File: src/rtl/mem_ctrl_pkg.sv
// Shared types and constants for the mem_ctrl controller and its fill generator.
package mem_ctrl_pkg;
  localparam int ADDR_W_DEF = 5;
  localparam int DATA_W_DEF = 8;
  localparam int WR_CYCLES  = 3;
  localparam int RD_CYCLES  = 2;

  typedef enum logic [2:0] {
    S_IDLE,
    S_W_SETUP,
    S_W_PULSE,
    S_W_HOLD,
    S_R_SETUP,
    S_R_SAMPLE
  } mem_ctrl_state_t;
endpackage

File: src/rtl/mem_fill_gen.sv
// Bulk-fill sequencer: walks addresses 0..DEPTH-1 and produces the (optionally
// alternating) fill pattern. The controller advances it once per W_HOLD.
module mem_fill_gen
  import mem_ctrl_pkg::*;
#(
  parameter int ADDR_W = ADDR_W_DEF,
  parameter int DATA_W = DATA_W_DEF
) (
  input  logic              clk,
  input  logic              rst,
  input  logic              start,
  input  logic [DATA_W-1:0] pattern,
  input  logic              alt,
  input  logic              advance,
  output logic [ADDR_W-1:0] addr,
  output logic [DATA_W-1:0] data,
  output logic              last
);
  logic [ADDR_W-1:0] cnt_q, cnt_d;
  logic [DATA_W-1:0] pat_q, pat_d;
  logic              alt_q, alt_d;

  always_ff @(posedge clk) begin
    if (rst) begin
      cnt_q <= '0;
      pat_q <= '0;
      alt_q <= 1'b0;
    end else begin
      cnt_q <= cnt_d;
      pat_q <= pat_d;
      alt_q <= alt_d;
    end
  end

  always_comb begin
    cnt_d = cnt_q;
    pat_d = pat_q;
    alt_d = alt_q;
    if (start) begin
      cnt_d = '0;
      pat_d = pattern;
      alt_d = alt;
    end else if (advance) begin
      cnt_d = cnt_q + 1'b1;
      if (alt_q) pat_d = ~pat_q;
    end
  end

  assign addr = cnt_q;
  assign data = pat_q;
  assign last = (cnt_q == {ADDR_W{1'b1}});
endmodule

File: src/rtl/mem_ctrl.sv
// Valid/ready to async-SRAM pin-protocol controller (setup/pulse/hold writes,
// two-cycle reads). Optional bulk fill is built in with MEM_CTRL_FILL_EN.
module mem_ctrl
  import mem_ctrl_pkg::*;
#(
  parameter int ADDR_W = ADDR_W_DEF,
  parameter int DATA_W = DATA_W_DEF
) (
  input  logic              clk,
  input  logic              rst,
  input  logic              req_valid,
  output logic              req_ready,
  input  logic              req_we,
  input  logic [ADDR_W-1:0] req_addr,
  input  logic [DATA_W-1:0] req_wdata,
  output logic              rsp_valid,
  output logic [DATA_W-1:0] rsp_rdata,
  output logic [ADDR_W-1:0] mem_addr,
  output logic              mem_read,
  output logic              mem_write,
  output logic [DATA_W-1:0] mem_wdata,
  output logic              mem_wdata_oe,
  input  logic [DATA_W-1:0] mem_rdata
`ifdef MEM_CTRL_FILL_EN
  ,
  input  logic              fill_start,
  input  logic [DATA_W-1:0] fill_pattern,
  input  logic              fill_alt,
  output logic              fill_busy,
  output logic              fill_done
`endif
);
  mem_ctrl_state_t state_q, state_d;

  logic [ADDR_W-1:0] addr_q, addr_d;
  logic [DATA_W-1:0] wdata_q, wdata_d;
  logic [DATA_W-1:0] rdata_q, rdata_d;
  logic              rsp_valid_q, rsp_valid_d;
  logic              write_q, write_d;
  logic              read_q, read_d;
  logic              oe_q, oe_d;
  logic              accept;
  logic              fill_go, fill_on, fill_last;

`ifdef MEM_CTRL_FILL_EN
  logic              fill_on_q, fill_on_d;
  logic              fill_done_q, fill_done_d;
  logic              fill_adv;
  logic [ADDR_W-1:0] fill_addr;
  logic [DATA_W-1:0] fill_data;

  assign fill_go  = (state_q == S_IDLE) && fill_start;
  assign fill_on  = fill_on_q;
  assign fill_adv = fill_on_q && (state_q == S_W_HOLD);

  mem_fill_gen #(.ADDR_W(ADDR_W), .DATA_W(DATA_W)) u_fill (
    .clk     (clk),
    .rst     (rst),
    .start   (fill_go),
    .pattern (fill_pattern),
    .alt     (fill_alt),
    .advance (fill_adv),
    .addr    (fill_addr),
    .data    (fill_data),
    .last    (fill_last)
  );

  always_comb begin
    fill_on_d   = fill_on_q;
    fill_done_d = fill_adv && fill_last;
    if (fill_go) fill_on_d = 1'b1;
    else if (fill_adv && fill_last) fill_on_d = 1'b0;
  end

  always_ff @(posedge clk) begin
    if (rst) begin
      fill_on_q   <= 1'b0;
      fill_done_q <= 1'b0;
    end else begin
      fill_on_q   <= fill_on_d;
      fill_done_q <= fill_done_d;
    end
  end

  assign fill_busy = fill_on_q;
  assign fill_done = fill_done_q;
  assign mem_addr  = fill_on_q ? fill_addr : addr_q;
  assign mem_wdata = fill_on_q ? fill_data : wdata_q;
`else
  assign fill_go   = 1'b0;
  assign fill_on   = 1'b0;
  assign fill_last = 1'b1;
  assign mem_addr  = addr_q;
  assign mem_wdata = wdata_q;
`endif

  // Fill start wins over a simultaneous request, so hide ready in that cycle.
  assign req_ready = (state_q == S_IDLE) && !fill_go;
  assign accept    = req_valid && req_ready;

  always_ff @(posedge clk) begin
    if (rst) begin
      state_q     <= S_IDLE;
      addr_q      <= '0;
      wdata_q     <= '0;
      rdata_q     <= '0;
      rsp_valid_q <= 1'b0;
      write_q     <= 1'b0;
      read_q      <= 1'b0;
      oe_q        <= 1'b0;
    end else begin
      state_q     <= state_d;
      addr_q      <= addr_d;
      wdata_q     <= wdata_d;
      rdata_q     <= rdata_d;
      rsp_valid_q <= rsp_valid_d;
      write_q     <= write_d;
      read_q      <= read_d;
      oe_q        <= oe_d;
    end
  end

  always_comb begin
    state_d = state_q;
    case (state_q)
      S_IDLE: begin
        if (fill_go)     state_d = S_W_SETUP;
        else if (accept) state_d = req_we ? S_W_SETUP : S_R_SETUP;
      end
      S_W_SETUP:  state_d = S_W_PULSE;
      S_W_PULSE:  state_d = S_W_HOLD;
      S_W_HOLD:   state_d = (fill_on && !fill_last) ? S_W_SETUP : S_IDLE;
      S_R_SETUP:  state_d = S_R_SAMPLE;
      S_R_SAMPLE: state_d = S_IDLE;
      default:    state_d = S_IDLE;
    endcase
  end

  // Strobes are decoded from the next state and registered so pins never glitch.
  always_comb begin
    write_d     = (state_d == S_W_PULSE);
    oe_d        = (state_d == S_W_SETUP) || (state_d == S_W_PULSE) || (state_d == S_W_HOLD);
    read_d      = (state_d == S_R_SETUP) || (state_d == S_R_SAMPLE);
    rsp_valid_d = !fill_on && ((state_q == S_W_HOLD) || (state_q == S_R_SAMPLE));
    rdata_d     = rdata_q;
    if (state_q == S_R_SAMPLE)           rdata_d = mem_rdata;
    else if (state_q == S_W_HOLD && !fill_on) rdata_d = '0;
    addr_d  = accept ? req_addr  : addr_q;
    wdata_d = accept ? req_wdata : wdata_q;
`ifdef MEM_CTRL_FILL_EN
    if (fill_adv && fill_last) begin
      addr_d  = fill_addr;
      wdata_d = fill_data;
    end
`endif
  end

  assign rsp_valid    = rsp_valid_q;
  assign rsp_rdata    = rdata_q;
  assign mem_write    = write_q;
  assign mem_read     = read_q;
  assign mem_wdata_oe = oe_q;
endmodule

File: config.mk
export PLATFORM = sky130hd
export DESIGN_NAME = mem_ctrl
export DESIGN_NICKNAME = d
export VERILOG_FILES = /design/src/rtl/mem_ctrl_pkg.sv /design/src/rtl/mem_fill_gen.sv /design/src/rtl/mem_ctrl.sv
export SDC_FILE = /design/constraint.sdc
export NUM_CORES = 1
export LEC_CHECK = 0
export CORE_MARGIN = 2
export CORE_UTILIZATION = 43
export CTS_CLUSTER_SIZE = 14
export DETAILED_ROUTE_END_ITERATION = 12
export GPL_ROUTABILITY_DRIVEN = 0
export HOLD_SLACK_MARGIN = 0.1
export MAX_ROUTING_LAYER = met4
export PLACE_DENSITY = 0.94
export SYNTH_ARGS = -nofsm -noshare
export SYNTH_HDL_FRONTEND = slang
export SYNTH_SLANG_ARGS = --single-unit
File: constraint.sdc
create_clock -name clk -period 3.3 [get_ports clk]
set_clock_uncertainty 0.05 [all_clocks]
set_input_delay 0.66 -clock clk [delete_from_list [all_inputs] [get_ports clk]]
set_output_delay 0.66 -clock clk [all_outputs]
set_load 0.01 [all_outputs]
; ---- Word-level counts from Yosys, hierarchy flattened
; Cells that the tools add are included.
[totals]
ff_bits = 28
word_cells = 30
[classes]
reduce_logical = 7
eq_ne = 10
n_mux = 5
[ops]
columns = operator, count
row1 = $mux W8, 2
row2 = $eq A3 B2 Y1 const B, 4
row3 = $eq A3 B3 Y1 const B, 4
row4 = $pmux W3 S4, 1
row5 = $eq A3 B1 Y1 const B, 2
row6 = $mux W3, 2
row7 = $logic_or A1 B1 Y1, 4
row8 = $logic_not A3 Y1, 1
row9 = $reduce_bool A2 Y1, 1
row10 = $logic_and A1 B1 Y1, 1

; ---- Logic depth before layout (Yosys ltp)
[logic_depth]
ltp_word = 7
ltp_mapped = 5
depth_no_buf = 3

; ---- Worst setup path before layout
; OpenSTA, ideal clock, no wires.
[synth_timing]
kind = register to output
from = reg state_q[0]
to = out req_ready
n_path_buf = 2
required_time_ps = 2590
stages_incl_launch_ff = 4
setup_slack_ps = 1637
arrival_ps = 953
path_cell_list = dfxtp_1 > buf_2 > clkbuf_1 > nor3_1
[synth_via]
elab_chain_len = 1
[synth_lines]
columns = item, line
row1 = "start, declared", mem_ctrl.sv:33  ; mem_ctrl_state_t state_q, state_d;
row2 = "start signal, assigned", mem_ctrl.sv:112  ; state_q <= state_d;
row3 = $logic_not A3 Y1, mem_ctrl.sv:98  ; assign req_ready = (state_q == S_IDLE) && !fill_go;
row4 = "end, declared", mem_ctrl.sv:12  ; output logic req_ready,
; No other way between the ends.

; ---- Worst setup path after layout
; Ends and elaborated chain as after synthesis.

==> results.py <==
metrics = {
    "status": {
        "status": "complete, no violations",
    },
    "final_layout": {
        "fin_util_pct": 66.15,
        "syn2layout_area_growth_pct": 49.19,
        "drive_above_1_share_pct": 4.268,
        "layout_commonest_cell": "clkdlybuf4s50_1",
        "multiInputGateArea_um2": 454.2,
        "final_cell_mix": "50 x clkdlybuf4s50_1, 34 x nand2_1, 28 x dfxtp_1",
        "final_nets": 190,
        "register_area_um2": 560.5,
        "n_antenna_cell": 0,
        "fill_cells": 219,
    },
    "global_routing": {
        "grt_pass1_wl_mm": 3.677,
        "use_met2_pct": 31.71,
        "grt_max_degree": 29,
        "track_usage_pct": 17.59,
        "grt_pass1_vias": 935,
        "gr-usage-met3_pct": 3.056,
        "use_met1_pct": 19.86,
        "antenna_found_initial": 0,
        "grt.busiest_layer": "met2",
        "overflow": 0,
    },
    "synthesis": {
        "ys.warnings.count": 0,
        "avgSynthCellArea_um2": 8.914,
        "synth_cell_type_count": 22,
        "ys_seq_elements": 28,
        "syn-instance-count": 121,
        "syn-num-nets": 146,
        "yosysSeqAreaShare_pct": 51.97,
        "synth_area_um2": 1079,
    },
    "detailed_routing": {
        "ant_nets": 0,
        "routed_wl_mm": 2.539,
        "firstDrtPassIters": 4,
        "dr.first_iter.drc_count": 15,
        "remaining_drc_errors": 0,
        "via_count": 1027,
        "avgViaCountPerCell": 5.294,
        "wl_per_cell_um": 13.09,
    },
    "clocking": {
        "ctsResizeCount": 0,
        "clk_latency_ns": 0.32,
        "clkTransAtPathRegs_ns": 0.14,
        "cts.hold.buffers_added": 0,
        "cts_tree": "done",
        "cts_buffer_depth": 2,
        "post_cts_buffers": 0,
        "cts_root_buf": "clkbuf_4",
        "cts_buffers": 3,
        "cts.sink_count": 28,
        "htreeDepth": 1,
    },
    "worst_hold_path": {
        "min_path_type": "reg -> reg",
    },
    "worst_setup_path": {
        "arrival_ns": 1.76,
        "crit_path_max_fanout": 20,
        "crit_type": "reg -> out",
        "slowest_stage": "dfxtp_1",
        "required_ns": 2.59,
        "cp-start-kind": "register",
        "crit_path_cell_trace": "nor3_1, clkdlybuf4s50_1",
        "end_kind": "primary output",
        "cp_slowest_stage_delay_ns": 0.80,
    },
    "run": {
        "drv_cap": 0,
    },
    "floorplan": {
        "die_h_um": 54.08,
        "core_um2": 2432,
        "dieArea_um2": 2925,
        "die_w_um": 54.08,
        "row_count": 18,
        "io_pins": 51,
        "initial_core_util_pct": 44.34,
    },
    "sta": {
        "finalSetupTns_ns": 0,
        "tightest_slew_ns": 0.9162,
        "hold_violations": 0,
        "fin_ws_ns": 0.8304,
        "finalCritPeriodShare_pct": 74.84,
        "period_needed_ns": 2.470,
        "slew_viol_final": 0,
        "setup_viol": 0,
        "whs_ns": 0.4218,
        "rsz0062_at_grt": "false",
        "slew_headroom_pct": 38.73,
        "max_freq_mhz": 404.9,
    },
    "placement": {
        "io_buffers": 50,
        "place_hpwl_mm": 1.898,
        "dp_slack_ns": 0.9759,
    },
    "pwr": {
        "power.total_w": 0.0008091,
        "power_leakage_nw": 0.5510,
        "peakVddDrop_uv": 350.3,
        "p_per_area_nw_per_um2": 502.8,
    },
}
==> cell families after synthesis <==
kind of cell / count (synthesis) / share of synthesized area [%]
DFF: 28 / 51.97
AOI/OAI and AO/OA: 35 / 20.65
buffers and inverters: 12 / 5.915
and+or+nand+nor: 44 / 19.84
xor gates and xnor gates: 2 / 1.624
==> per-layer routing <==
layer	part of all wire (%)	vias to the layer above
li1	-	510
met1	42	478
met3	6.6	0
met5	0	-
met2	52	39
met4	0	0
==> sequential cells by signal, indices dropped and copies added (netlist names) <==
signal and count:
mem_addr 5, mem_read 1, mem_wdata 8, mem_wdata_oe 1, mem_write 1, rsp_rdata 8
rsp_valid 1, state_q 3
==> critical path, delay by kind of cell, from the launching register on <==
kind	cells	cell delay [ns]
AND/OR/NAND/NOR	1	0.13
buffers and inverters	1	0.51
flip-flops	1	0.80
==> layout make-up <==
type	instances	area share (%)
flip-flops and latches	28	34.84
repair buffers	50	31.10
multi-input cells	81	28.23
well taps	30	2.333
clock inverters	1	1.866
clock buffers	3	1.400
inverters	1	0.2333
==> worst paths after layout <==
kind / from / endpoint / slack (ns) / cells past startpoint
setup / recovery: state_q[0] / req_ready / 0.83 / 2
hold / removal: mem_addr[3] / mem_addr[3] / 0.42 / 2
setup reg to reg: state_q[2] / rsp_rdata[2] / 1.62 / 3
hold reg to reg: mem_addr[3] / mem_addr[3] / 0.42 / 2
==> power breakdown <==
| group | internal, W | total, W | switching (W) |
|---|---|---|---|
| logic | 0.000107 | 0.000188 | 0.0000813 |
| clock network | 0.000123 | 0.000218 | 0.0000949 |
| registers | 0.000369 | 0.000403 | 0.0000346 |
==> synthesized netlist by cell type, drive strengths merged <==
cell     count  area, µm²
nor4         2      12.51
nor4b        2      32.53
inv          1      3.750
nor3b        1      7.510
dfxtp       28      560.5
nand2       34      127.6
xnor2        2      17.52
clkbuf       3      11.26
nor2         1      3.750
a32oi        8      70.07
a2111oi      2      17.52
nor2b        1      6.260
a211oi       2      15.01
nor3         2      10.01
a21bo        1      10.01
buf          8      48.79
or4b         1      13.76
a21oi       22      110.1
==> stage by stage <==
stage | area, µm² | instances
2_1_floorplan | 1079 | 121
6_report | 1609 | 194
5_1_grt | 1609 | 194
3_5_place_dp | 1556 | 190
3_3_place_gp | 1556 | 190
4_1_cts | 1609 | 194
(Power assumes the default switching activity.)
==> RTL edit, RTL diff (config.mk and constraints unchanged) <==
Change the package constant `DATA_W_DEF` from 8 to 10.
--- a/src/rtl/mem_ctrl_pkg.sv
+++ b/src/rtl/mem_ctrl_pkg.sv
@@ -3,3 +3,3 @@
   localparam int ADDR_W_DEF = 5;
-  localparam int DATA_W_DEF = 8;
+  localparam int DATA_W_DEF = 10;
   localparam int WR_CYCLES  = 3;
Interface: changed (resized mem_rdata, mem_wdata, req_wdata and rsp_rdata); port bits go from 51 to 59. No check against the original RTL was run, so the function may have changed too.
==> RTL edit against the unedited design <==
- setup slack better by 0.17 ns
- synthesized area is 3.6% higher
- count of clock-buffer cells in the layout is 5 higher
- clock power is 4% higher
- cell area is 9.3% higher
- wire length is 4.9% higher
- critical path depth stayed put
- sequential power is 9.7% higher
- power is 3.8% higher
- sequential cell count is 4 higher
- worst hold slack worse by 0.0069 ns
==> RTL edit: results <==
set metrics [dict create \
    max-clock-path-buffers 2 \
    r2r_setup_slack_ns 1.60 \
    yosys-top-cells-area "dfxtp_1 57%, nand2_1 10%, a22o_1 7.8%" \
    cts_inserted_buffers 5 \
    timing.rr.start "state_q[1]" \
    drtIter0Drc 20 \
    reg2regPathDepth 3 \
    critPathMaxFanout 13 \
    grt_pass1_vias 922 \
    root_buffer "clkbuf_4" \
    min_from "mem_wdata[3]" \
    synth_common_cells "32 x dfxtp_1, 31 x nand2_1, 16 x a21oi_1" \
    grt_max_degree 16 \
    cts_resized 0 \
    n_fill_cell 194 \
    cts_max_level 2 \
    outcome "finished, final reports clean" \
    wl_per_cell_um 13.1 \
    async_reset_ff_frac 0 \
    nets 202 \
    groute.usage.overall 0.199 \
    antenna_cells 0 \
    use_met2 0.308 \
    vias 1046 \
    reg2reg_to "mem_wdata[8]" \
    place_hpwl_um 1910 \
    synth_fp_nets 144 \
    leakage_nw 0.651 \
    holdWs_ns 0.415 \
    yosysSeqAreaShare 0.573 \
    gr-usage-met3 0.0860 \
    path_clk_slew_ns 0.09 \
    grt_first_pass_wirelength_um 3990 \
    holdPathEnd "mem_wdata[3]" \
    internal_power_mw 0.620 \
    min_path_type "register to register" \
    peakVddDrop_v 0.000349 \
    arrival_ns 1.59 \
    port-buffer-count 58 \
]
==> RTL edit: changes by cell type after synthesis, moves of 2 or more <==
cell     unedited run  this run
a21oi_1            22        16
a32oi_1             8         0
buf_1               2         0
dfxtp_1            28        32
a22o_1              0        10
nand2_1            34        31
==> RTL edit: worst max-delay path: stages (launching register included) <==
cell	delay, ns
dfxtp_1	0.47
nor3_1	0.24
clkdlybuf4s50_1	0.56
==> RTL edit: cells by family (layout without fill, tap and decap cells) <==
kind of cell           after synthesis  count (layout)  share of synthesized area
buffers and inverters               10              69                     0.0493
flip-flops                          32              32                      0.573
AND/OR/NAND/NOR                     40              40                      0.175
XOR/XNOR                             2               2                     0.0157
AO/OA/AOI/OAI                       31              31                      0.187
==> RTL edit: through the flow <==
| stage | instance area [sq um] | instances | worst slack, ns | total power [mW] | util |
|---|---|---|---|---|---|
| after global routing | 1760 | 204 | 0.872 | 0.882 | 0.710 |
| after floorplan | 1120 | 115 | 1.67 | 0.531 | - |
| after detailed placement | 1700 | 196 | 0.961 | 0.624 | 0.686 |
| after global placement | 1700 | 196 | 1.04 | 0.617 | 0.686 |
| final | 1760 | 204 | 1.00 | 0.840 | 0.710 |
| after CTS | 1760 | 204 | 0.978 | 0.847 | 0.710 |
==> RTL edit: how the worst max path moves through the flow <==
stage                     from      endpoint  slack [ns]  cells after the start
global placement     req_valid  mem_wdata[6]        1.04                      4
detailed placement   req_valid  mem_wdata[8]        0.96                      4
finish              state_q[1]     req_ready        1.00                      2
global route        state_q[1]     req_ready        0.87                      2
CTS                 state_q[1]     req_ready        0.98                      2
floorplan            req_valid   mem_addr[4]        1.67                      5
==> RTL edit: layer usage <==
layer	wire, um	up-vias
met5	0	-
met4	42	0
met3	260	4
met2	1240	47
met1	1120	477
li1	-	518
==> RTL edit: power groups by stage <==
stage                     sequential [mW]  clock, mW  combinational (mW)
after floorplan                     0.448          0              0.0822
after global placement              0.448          0               0.169
after detailed placement            0.451          0               0.173
after CTS                           0.442      0.232               0.174
after global routing                0.445      0.248               0.189
final                               0.442      0.227               0.172
==> RTL edit: cell type report <==
type	instances	area [sq um]	area share
Tap cell	30	37.5	0.0214
Multi-Input combinational cell	73	422	0.240
Clock buffer	8	58.8	0.0335
Inverter	1	3.75	0.00214
Sequential cell	32	641	0.364
Timing Repair Buffer	60	596	0.339
